===== src/rtl/ball_track_pkg.sv =====
// ball_track_pkg: shared state type, default widths/thresholds and divider width check.
package ball_track_pkg;
  typedef enum logic [1:0] {ACCUM, DIV_X, DIV_Y, PUBLISH} state_t;
  localparam int X_W_DEF = 11;
  localparam int Y_W_DEF = 10;
  localparam int CNT_W_DEF = 20;
  localparam int DIV_W_DEF = 32;
  localparam logic [7:0] R_MIN_DEF = 8'd180;
  localparam logic [7:0] G_MAX_DEF = 8'd140;
  localparam logic [7:0] B_MAX_DEF = 8'd80;
  localparam int MIN_PIX_DEF = 64;
  function automatic bit div_w_ok(int dw, int xw, int cw);
    return dw >= xw + cw;
  endfunction
endpackage


===== src/rtl/ball_centroid_div.sv =====
// ball_centroid_div: serial restoring divider, one quotient bit per cycle, done DIV_W cycles after start.
module ball_centroid_div #(
  parameter int DIV_W = 32,
  parameter int CNT_W = 20
) (
  input  logic             clk,
  input  logic             rst,
  input  logic             start,
  input  logic [DIV_W-1:0] dividend,
  input  logic [CNT_W-1:0] divisor,
  output logic [DIV_W-1:0] quotient,
  output logic             busy,
  output logic             done
);
  localparam int CW = $clog2(DIV_W + 1);
  logic [CNT_W-1:0] rem_q, rem_in, rem_n;
  logic [DIV_W-1:0] quo_q, quo_in, quo_n;
  logic [CNT_W:0] trial, diff;
  logic [CW-1:0] cnt_q;
  logic busy_q, done_q, ge;
  // The first quotient bit is resolved on the start edge itself.
  always_comb begin
    rem_in = start ? '0 : rem_q;
    quo_in = start ? dividend : quo_q;
    trial = {rem_in, quo_in[DIV_W-1]};
    diff = trial - {1'b0, divisor};
    ge = trial >= {1'b0, divisor};
    rem_n = CNT_W'(ge ? diff : trial);
    quo_n = {quo_in[DIV_W-2:0], ge};
  end
  always_ff @(posedge clk) begin
    if (rst) begin
      rem_q <= '0;
      quo_q <= '0;
      cnt_q <= '0;
      busy_q <= 1'b0;
      done_q <= 1'b0;
    end else begin
      done_q <= 1'b0;
      if (start) begin
        rem_q <= rem_n;
        quo_q <= quo_n;
        cnt_q <= CW'(DIV_W - 1);
        busy_q <= 1'b1;
      end else if (busy_q) begin
        rem_q <= rem_n;
        quo_q <= quo_n;
        cnt_q <= cnt_q - CW'(1);
        if (cnt_q == CW'(1)) begin
          busy_q <= 1'b0;
          done_q <= 1'b1;
        end
      end
    end
  end
  assign quotient = quo_q;
  assign busy = busy_q;
  assign done = done_q;
endmodule


===== src/rtl/ball_centroid_tracker.sv =====
// ball_centroid_tracker: per-frame colour-window centroid of video pixels, published after serial division.
module ball_centroid_tracker
  import ball_track_pkg::*;
#(
  parameter int         X_W       = X_W_DEF,
  parameter int         Y_W       = Y_W_DEF,
  parameter int         CNT_W     = CNT_W_DEF,
  parameter int         DIV_W     = DIV_W_DEF,
  parameter logic [7:0] R_MIN     = R_MIN_DEF,
  parameter logic [7:0] G_MAX     = G_MAX_DEF,
  parameter logic [7:0] B_MAX     = B_MAX_DEF,
  parameter int         MIN_PIX   = MIN_PIX_DEF,
  parameter bit         VSYNC_POL = 1'b1
) (
  input  logic             clk_clk,
  input  logic             reset_reset,
  input  logic [23:0]      vid_data,
  input  logic             vid_datavalid,
  input  logic             vid_v_sync,
  input  logic             vid_underflow,
  input  logic             enable,
  input  logic             overrun_clr,
  output logic [X_W-1:0]   ball_x,
  output logic [Y_W-1:0]   ball_y,
  output logic [CNT_W-1:0] ball_pixels,
  output logic             ball_found,
  output logic             result_valid,
  output logic             overrun
);
  if (!div_w_ok(DIV_W, X_W, CNT_W)) begin : g_div_w_chk
    $error("DIV_W must be >= X_W + CNT_W");
  end
  state_t state_q, state_d;
  logic vs_q, dv_q, e, fall, hit, found, accept, go_q, go_d, pub_small, pub_div;
  logic div_busy, div_done, first_q, frame_bad_q, overrun_q, result_valid_q, ball_found_q;
  logic [X_W-1:0] x_q, x_d, x_cur, qx_q, ball_x_q;
  logic [Y_W-1:0] y_q, y_d, ball_y_q;
  logic [DIV_W-1:0] sum_x_q, sum_x_d, sum_y_q, sum_y_d, snap_x_q, snap_y_q, div_q;
  logic [CNT_W-1:0] cnt_q, cnt_b, cnt_d, snap_cnt_q, ball_pixels_q;
  always_comb begin
    e = VSYNC_POL ? (vid_v_sync & ~vs_q) : (~vid_v_sync & vs_q);
    fall = dv_q & ~vid_datavalid;
    hit = vid_datavalid & enable & (vid_data[23:16] >= R_MIN) & (vid_data[15:8] <= G_MAX)
        & (vid_data[7:0] <= B_MAX);
    x_cur = e ? '0 : x_q;
    x_d = vid_datavalid ? ((&x_cur) ? x_cur : x_cur + X_W'(1)) : fall ? '0 : x_cur;
    y_d = e ? '0 : fall ? ((&y_q) ? y_q : y_q + Y_W'(1)) : y_q;
    sum_x_d = (e ? '0 : sum_x_q) + (hit ? DIV_W'(x_cur) : '0);
    sum_y_d = (e ? '0 : sum_y_q) + (hit ? DIV_W'(e ? '0 : y_q) : '0);
    cnt_b = e ? '0 : cnt_q;
    cnt_d = (hit & ~&cnt_b) ? cnt_b + CNT_W'(1) : cnt_b;
    found = cnt_q >= CNT_W'(MIN_PIX);
    accept = (state_q == ACCUM) & e & ~first_q & ~frame_bad_q & enable;
  end
  always_comb begin
    state_d = state_q;
    go_d = 1'b0;
    pub_small = 1'b0;
    pub_div = 1'b0;
    unique case (state_q)
      ACCUM: if (accept) begin
        state_d = found ? DIV_X : PUBLISH;
        go_d = found;
        pub_small = ~found;
      end
      DIV_X: if (div_done) begin
        state_d = DIV_Y;
        go_d = 1'b1;
      end
      DIV_Y: if (div_done) begin
        state_d = PUBLISH;
        pub_div = 1'b1;
      end
      default: state_d = ACCUM;
    endcase
  end
  ball_centroid_div #(.DIV_W(DIV_W), .CNT_W(CNT_W)) u_div (
    .clk(clk_clk),
    .rst(reset_reset),
    .start(go_q),
    .dividend(state_q == DIV_X ? snap_x_q : snap_y_q),
    .divisor(snap_cnt_q),
    .quotient(div_q),
    .busy(div_busy),
    .done(div_done)
  );
  // Results register on the edge into PUBLISH so they line up with result_valid.
  always_ff @(posedge clk_clk) begin
    if (reset_reset) begin
      state_q <= ACCUM;
      {vs_q, dv_q, go_q, frame_bad_q, overrun_q, result_valid_q, ball_found_q} <= '0;
      first_q <= 1'b1;
      {x_q, qx_q, ball_x_q, y_q, ball_y_q} <= '0;
      {sum_x_q, sum_y_q, snap_x_q, snap_y_q} <= '0;
      {cnt_q, snap_cnt_q, ball_pixels_q} <= '0;
    end else begin
      state_q <= state_d;
      vs_q <= vid_v_sync;
      dv_q <= vid_datavalid;
      go_q <= go_d;
      x_q <= x_d;
      y_q <= y_d;
      sum_x_q <= sum_x_d;
      sum_y_q <= sum_y_d;
      cnt_q <= cnt_d;
      frame_bad_q <= (e ? 1'b0 : frame_bad_q) | vid_underflow;
      first_q <= first_q & ~e;
      overrun_q <= (e & ((state_q != ACCUM) | div_busy)) ? 1'b1 : overrun_clr ? 1'b0 : overrun_q;
      result_valid_q <= pub_small | pub_div;
      if (accept) begin
        snap_x_q <= sum_x_q;
        snap_y_q <= sum_y_q;
        snap_cnt_q <= cnt_q;
      end
      if (div_done & (state_q == DIV_X)) qx_q <= X_W'(div_q);
      if (pub_small) begin
        ball_pixels_q <= cnt_q;
        ball_found_q <= 1'b0;
      end
      if (pub_div) begin
        ball_pixels_q <= snap_cnt_q;
        ball_found_q <= 1'b1;
        ball_x_q <= qx_q;
        ball_y_q <= Y_W'(div_q);
      end
    end
  end
  assign ball_x = ball_x_q;
  assign ball_y = ball_y_q;
  assign ball_pixels = ball_pixels_q;
  assign ball_found = ball_found_q;
  assign result_valid = result_valid_q;
  assign overrun = overrun_q;
endmodule


===== config.mk =====
export PLATFORM = sky130hd
export DESIGN_NAME = ball_centroid_tracker
export DESIGN_NICKNAME = d
export VERILOG_FILES = /design/src/rtl/ball_track_pkg.sv /design/src/rtl/ball_centroid_div.sv /design/src/rtl/ball_centroid_tracker.sv
export SDC_FILE = /design/constraint.sdc
export NUM_CORES = 1
export LEC_CHECK = 0
export BUFFER_PORTS_ARGS = -buffer_cell sky130_fd_sc_hd__buf_2
export CAP_MARGIN = 20
export CORE_UTILIZATION = 45
export CTS_CLUSTER_DIAMETER = 80
export DETAILED_ROUTE_END_ITERATION = 10
export PLACE_DENSITY = 0.64
export SKIP_LAST_GASP = 1
export SLEW_MARGIN = 20
export SYNTH_ARGS = -nofsm -noshare
export SYNTH_HDL_FRONTEND = slang
export SYNTH_HIERARCHICAL = 1
export SYNTH_SLANG_ARGS = --single-unit

===== constraint.sdc =====
create_clock -name clk_clk -period 8.2 [get_ports clk_clk]
set_input_delay 1.23 -clock clk_clk [delete_from_list [all_inputs] [get_ports clk_clk]]
set_output_delay 1.23 -clock clk_clk [all_outputs]
set_load 0.05 [all_outputs]

==> run metrics, run 1 <==
leading post-synthesis cells by cell area=dfxtp_1, nand2_1, a21oi_1, nor2_1, ha_1; WP data arrival=5.25 ns; Root Driver=clkbuf_16; Critical Path RT=8.57 ns; Final Setup Violations=0; hold wc startpoint=u_div/rem_q[8]$_SDFFE_PP0P_; CTS sink cnt=311; Area Growth Syn to Fin=12.1%; crit share post-route=0.595; Setup Skew=0.0146 ns; global route overflow=0; residual DRC count=0; Reg2Reg Depth=13; DRT Pass-1 Iters=5; Hold Path Depth=2; Die Area=34800 sq um; post-synth top area share=0.406; first-pass GRT wire length=60200 um; DR vias=12947; Post-Layout Cell Count=2382; CP Launch Type=primary input; share of cells above drive strength 1=0.113; Leak=6.37 nW; DP HPWL=24300 um; PortBufs=72; Rel. slew slack=0.291; GRT Total Usage=0.206; Hold Path Sink=u_div/rem_q[8]$_SDFFE_PP0P_; vias in the first global route=11910; Starting DRT DRC Count=902; worst slew pin tran=1.06 ns; Std-Cell Rows=67; Die Wd=187 um; top cell type by total area after synthesis=dfxtp_1; Unique masters post-synth=93; Power per Cell Area=197 nW/um^2; initial antenna violation count=0; Multi-input gate area=8450 sq um; core footprint=33500 sq um; Peak VDD IR=0.128 mV; critical path class=primary input to flip-flop; Synth Flop Type=dfxtp_1; Max Root-Sink Buffers=3; most frequent cells after synthesis=nand2_1, dfxtp_1, a21oi_1; GP Congestion=0.866; register-to-register setup slack=3.70 ns; Setup TNS Final=0 ns; Layout Nets=1991; starting density of the core=0.457; PnR worst setup slack=3.32 ns; Final Total Pwr=3.39 mW; synth warn=6; setup bufs post-CTS=0; fin. max-slew vios=0; Cells after Synth=1894; top achievable clock speed=0.205 GHz; Post-Syn Area=15300 sq um; CTS buffer count=36; CP max FO=28; CTS tree=yes; dpl cells=2318; ANT cells=0; ys async rst share=0; EDFF count, synth=0; post-CTS sizing=0; Register Area=6230 sq um; status=completed; Via density=5.44; Routed Antenna Nets=0; final wirelength=36600 um; clock-pin slew on the worst setup and hold paths=0.06 ns; register area share after synthesis=0.406; max cap viols=0; Final Hold Viols=0; most common cell in the netlist=nand2_1; fin crit period=4.88 ns; type of destination of the critical path=flip-flop; WL/cell=15.4 um; worst hold path class=flip-flop to flip-flop; FF+latch count, synth=311; largest net degree at the start of global routing=194; RR Startpoint=go_q$_SDFF_PP0_; die height=187 um; Setup WS pre-CTS=2.77 ns; Avg Inst Size Synth=8.09 sq um; I/O pin cnt=75; Filler Cells Inserted=3221; clk_lat worst skew=0.51 ns; Net Count, Synth=1977; CTS Hold Bufs=0; reg2reg end=u_div/rem_q[18]$_SDFFE_PP0P_; H-tree Lvls=2; RSZ-0062 raised after global routing=false
-- registers in the layout (all words and copies together) (netlist names), 2 cells and up --
signal	count
snap_y_q	32
sum_y_q	32
cnt_q	20
u_div/cnt_q	6
snap_cnt_q	20
qx_q	11
y_q	10
ball_x	11
u_div/quotient	32
ball_y	10
snap_x_q	32
u_div/rem_q	20
sum_x_q	32
ball_pixels	20
state_q	2
x_q	11
-- power by group --
| group | internal, mW | total, mW | switching [mW] |
|---|---|---|---|
| Clock | 1.05 | 1.67 | 0.620 |
| Sequential | 1.52 | 1.53 | 0.00748 |
| Combinational | 0.0562 | 0.186 | 0.130 |
-- critical path, stage by stage --
cell	delay, ns
buf_2	0.09
o41a_1	0.40
o21ai_1	0.15
o2111ai_2	0.11
buf_4	0.26
nor2_1	0.56
and2_1	0.22
ha_1	0.29
a21o_1	0.20
a221oi_1	0.60
o221ai_1	0.60
nand4_1	0.28
xor2_1	0.16
nor2_1	0.06
-- per-stage QoR --
stage,area [sq um],util,hold WS (ns)
final,17200,0.512,0.444
after global routing,17200,0.512,0.463
after CTS,17200,0.512,0.447
after detailed placement,15900,0.475,0.439
after global placement,15900,0.474,0.436
after floorplan,15300,-,0.427
-- kinds of logic after synthesis --
kind of cell,share of synthesized area
simple gates,0.245
flops,0.406
xor+xnor,0.0503
buf+inv,0.0429
compound gates,0.160
mux,0.0504
fa+ha+maj,0.0447
-- cells in the final DEF, fill, tap and decap left out, types with 44 or more instances in the layout --
cell type / count
and2_1: 46
xnor2_1: 44
a21oi_1: 228
nand2_1: 339
buf_2: 71
nor2_1: 225
xor2_1: 44
inv_1: 46
ha_1: 49
nand3_1: 44
dfxtp_1: 309
-- cell type report --
cell class                      instances  share of cell area
Clock buffer                           55              0.0643
Multi-Input combinational cell       1423               0.492
Timing Repair Buffer                   87              0.0288
Clock inverter                          9             0.00889
Inverter                               49              0.0107
Tap cell                              448              0.0326
Sequential cell                       311               0.363
-- how the worst max path moves through the flow --
stage	startpoint	slack [ns]	to	cells after the start
finish	vid_data[0]	3.32	sum_x_q[14]$_SDFF_PP0_	14
detailed placement	vid_data[0]	2.77	sum_x_q[14]$_SDFF_PP0_	14
global placement	vid_data[0]	2.84	sum_x_q[14]$_SDFF_PP0_	14
global route	vid_data[0]	3.00	sum_x_q[14]$_SDFF_PP0_	14
floorplan	vid_v_sync	3.89	sum_x_q[18]$_SDFF_PP0_	16
CTS	vid_data[0]	3.28	sum_x_q[14]$_SDFF_PP0_	14
-- routing by layer --
layer / share of wire / up-vias / track usage
li1: - / 6544 / -
met1: 0.50 / 6086 / 0.303
met2: 0.44 / 264 / 0.316
met3: 0.042 / 53 / 0.0256
met4: 0.019 / 0 / 0.0574
met5: 0 / - / 0
No activity file was read; power rests on OpenSTA's default activity.
==> run 2, diff against run 1 <==
==> constraint.sdc (replaced) <==
create_clock -name clk_clk -period 5 [get_ports clk_clk]
set_input_delay 0.75 -clock clk_clk [delete_from_list [all_inputs] [get_ports clk_clk]]
set_output_delay 0.75 -clock clk_clk [all_outputs]
set_load 0.05 [all_outputs]
==> run metrics, run 2 (synthesis results as in run 1) <==
status=completed; largest net degree at the start of global routing=185; RSZ-0062 raised after global routing=false; Area Growth Syn to Fin=12.0%; Critical Path, Cell by Cell=clkinv_1 -> nand2_1 -> inv_1 -> ha_1 -> a21oi_1 -> o21ai_0 -> a221oi_1 -> nand2_1 -> o21ai_2 -> buf_4 -> a21oi_1 -> or4_1 -> o41ai_1; initial antenna violation count=1; Peak VDD IR=0.171 mV; Starting DRT DRC Count=929; post-CTS sizing=0; share of cells above drive strength 1=0.117; Power per Cell Area=314 nW/um^2; GRT Total Usage=0.210; fin crit period=3.94 ns; fin. max-slew vios=0; worst slew pin tran=1.04 ns; Post-Layout Cell Count=2386; Layout Nets=1998; final wirelength=36900 um; PnR worst setup slack=1.06 ns; commonest cells after routing, fill and taps aside=nand2_1, dfxtp_1, a21oi_1, nor2_1, buf_2; Final Setup Violations=0; Reg2Reg Depth=13; residual DRC count=0; Setup WS pre-CTS=0.696 ns; CP max FO=39; Final Hold Viols=0; crit share post-route=0.789; die height=187 um; Setup TNS Final=0 ns; I/O pin cnt=75; max cap viols=0; ANT cells=0; WP data arrival=4.36 ns; setup bufs post-CTS=0; WL/cell=15.4 um; CTS buffer count=35; clock-pin slew on the worst setup and hold paths=0.06 ns; vias in the first global route=12102; Routed Antenna Nets=0; DRT Pass-1 Iters=5; first-pass GRT wire length=61400 um; delay of the slowest cell on the worst path=0.82 ns; CP max-delay cell=dfxtp_2; CTS sink cnt=311; Die Area=34800 sq um; Root Driver=clkbuf_16; Max Root-Sink Buffers=3; H-tree Lvls=2; clk_lat worst skew=0.51 ns; Setup Skew=0.0182 ns; CTS Hold Bufs=0; top achievable clock speed=0.254 GHz; Hold Path Depth=2; CP Launch Type=flip-flop; most common cell after layout, fill and taps aside=nand2_1; DR vias=12907; starting density of the core=0.457; critical path class=flip-flop to flip-flop; Via density=5.41; Critical Path RT=5.42 ns; type of destination of the critical path=flip-flop; DP HPWL=25200 um; Die Wd=187 um; PortBufs=72; Hold WS=0.445 ns; dpl cells=2326; global route overflow=0; Std-Cell Rows=67; core footprint=33500 sq um; worst hold path class=flip-flop to flip-flop; Rel. slew slack=0.306; CTS tree=yes; Leak=6.38 nW; GP Congestion=0.901
[run 2: area by class of cell]
type	instances	area (sq um)
well taps	448	561
clock inverters	6	55.1
inverters	49	184
repair buffers	95	554
multi-input cells	1423	8450
flip-flops and latches	311	6230
fillers	3217	16400
clock buffers	54	1120
[run 2: final timing paths]
path / slack (ns) / endpoint / start
max: 1.06 / u_div/rem_q[16]$_SDFFE_PP0P_ / go_q$_SDFF_PP0_
max reg2reg: 1.06 / u_div/rem_q[16]$_SDFFE_PP0P_ / go_q$_SDFF_PP0_
min reg2reg: 0.44 / snap_x_q[4]$_SDFFE_PP0P_ / sum_x_q[4]$_SDFF_PP0_
min: 0.44 / snap_x_q[4]$_SDFFE_PP0P_ / sum_x_q[4]$_SDFF_PP0_
[run 2: per-stage QoR]
| stage | util | cell area (sq um) | power, mW |
|---|---|---|---|
| final | 0.512 | 17200 | 5.39 |
| after global routing | 0.512 | 17200 | 5.59 |
| after CTS | 0.511 | 17200 | 5.45 |
| after detailed placement | 0.476 | 16000 | 2.87 |
| after global placement | 0.476 | 16000 | 2.86 |
| after floorplan | - | 15300 | 2.78 |
[run 2: worst max-delay path, delay by kind of cell, from the launching register on]
kind / cells / cell delay [ns]
compound gates: 6 / 1.06
flops: 1 / 0.82
simple gates: 3 / 0.80
buf+inv: 3 / 0.79
fa+ha+maj: 1 / 0.37
[run 2: routing by layer]
metal / GRT usage / wire [um]
met1: 0.309 / 18800
met2: 0.320 / 15800
met3: 0.0320 / 1560
met4: 0.0549 / 703
met5: 0 / 10
[run 2: report_power, final]
part	switching (mW)	leakage (nW)	internal, mW
logic	0.214	3.29	0.0945
registers	0.0127	2.51	2.49
clock network	0.993	0.588	1.58
total	1.22	6.38	4.17
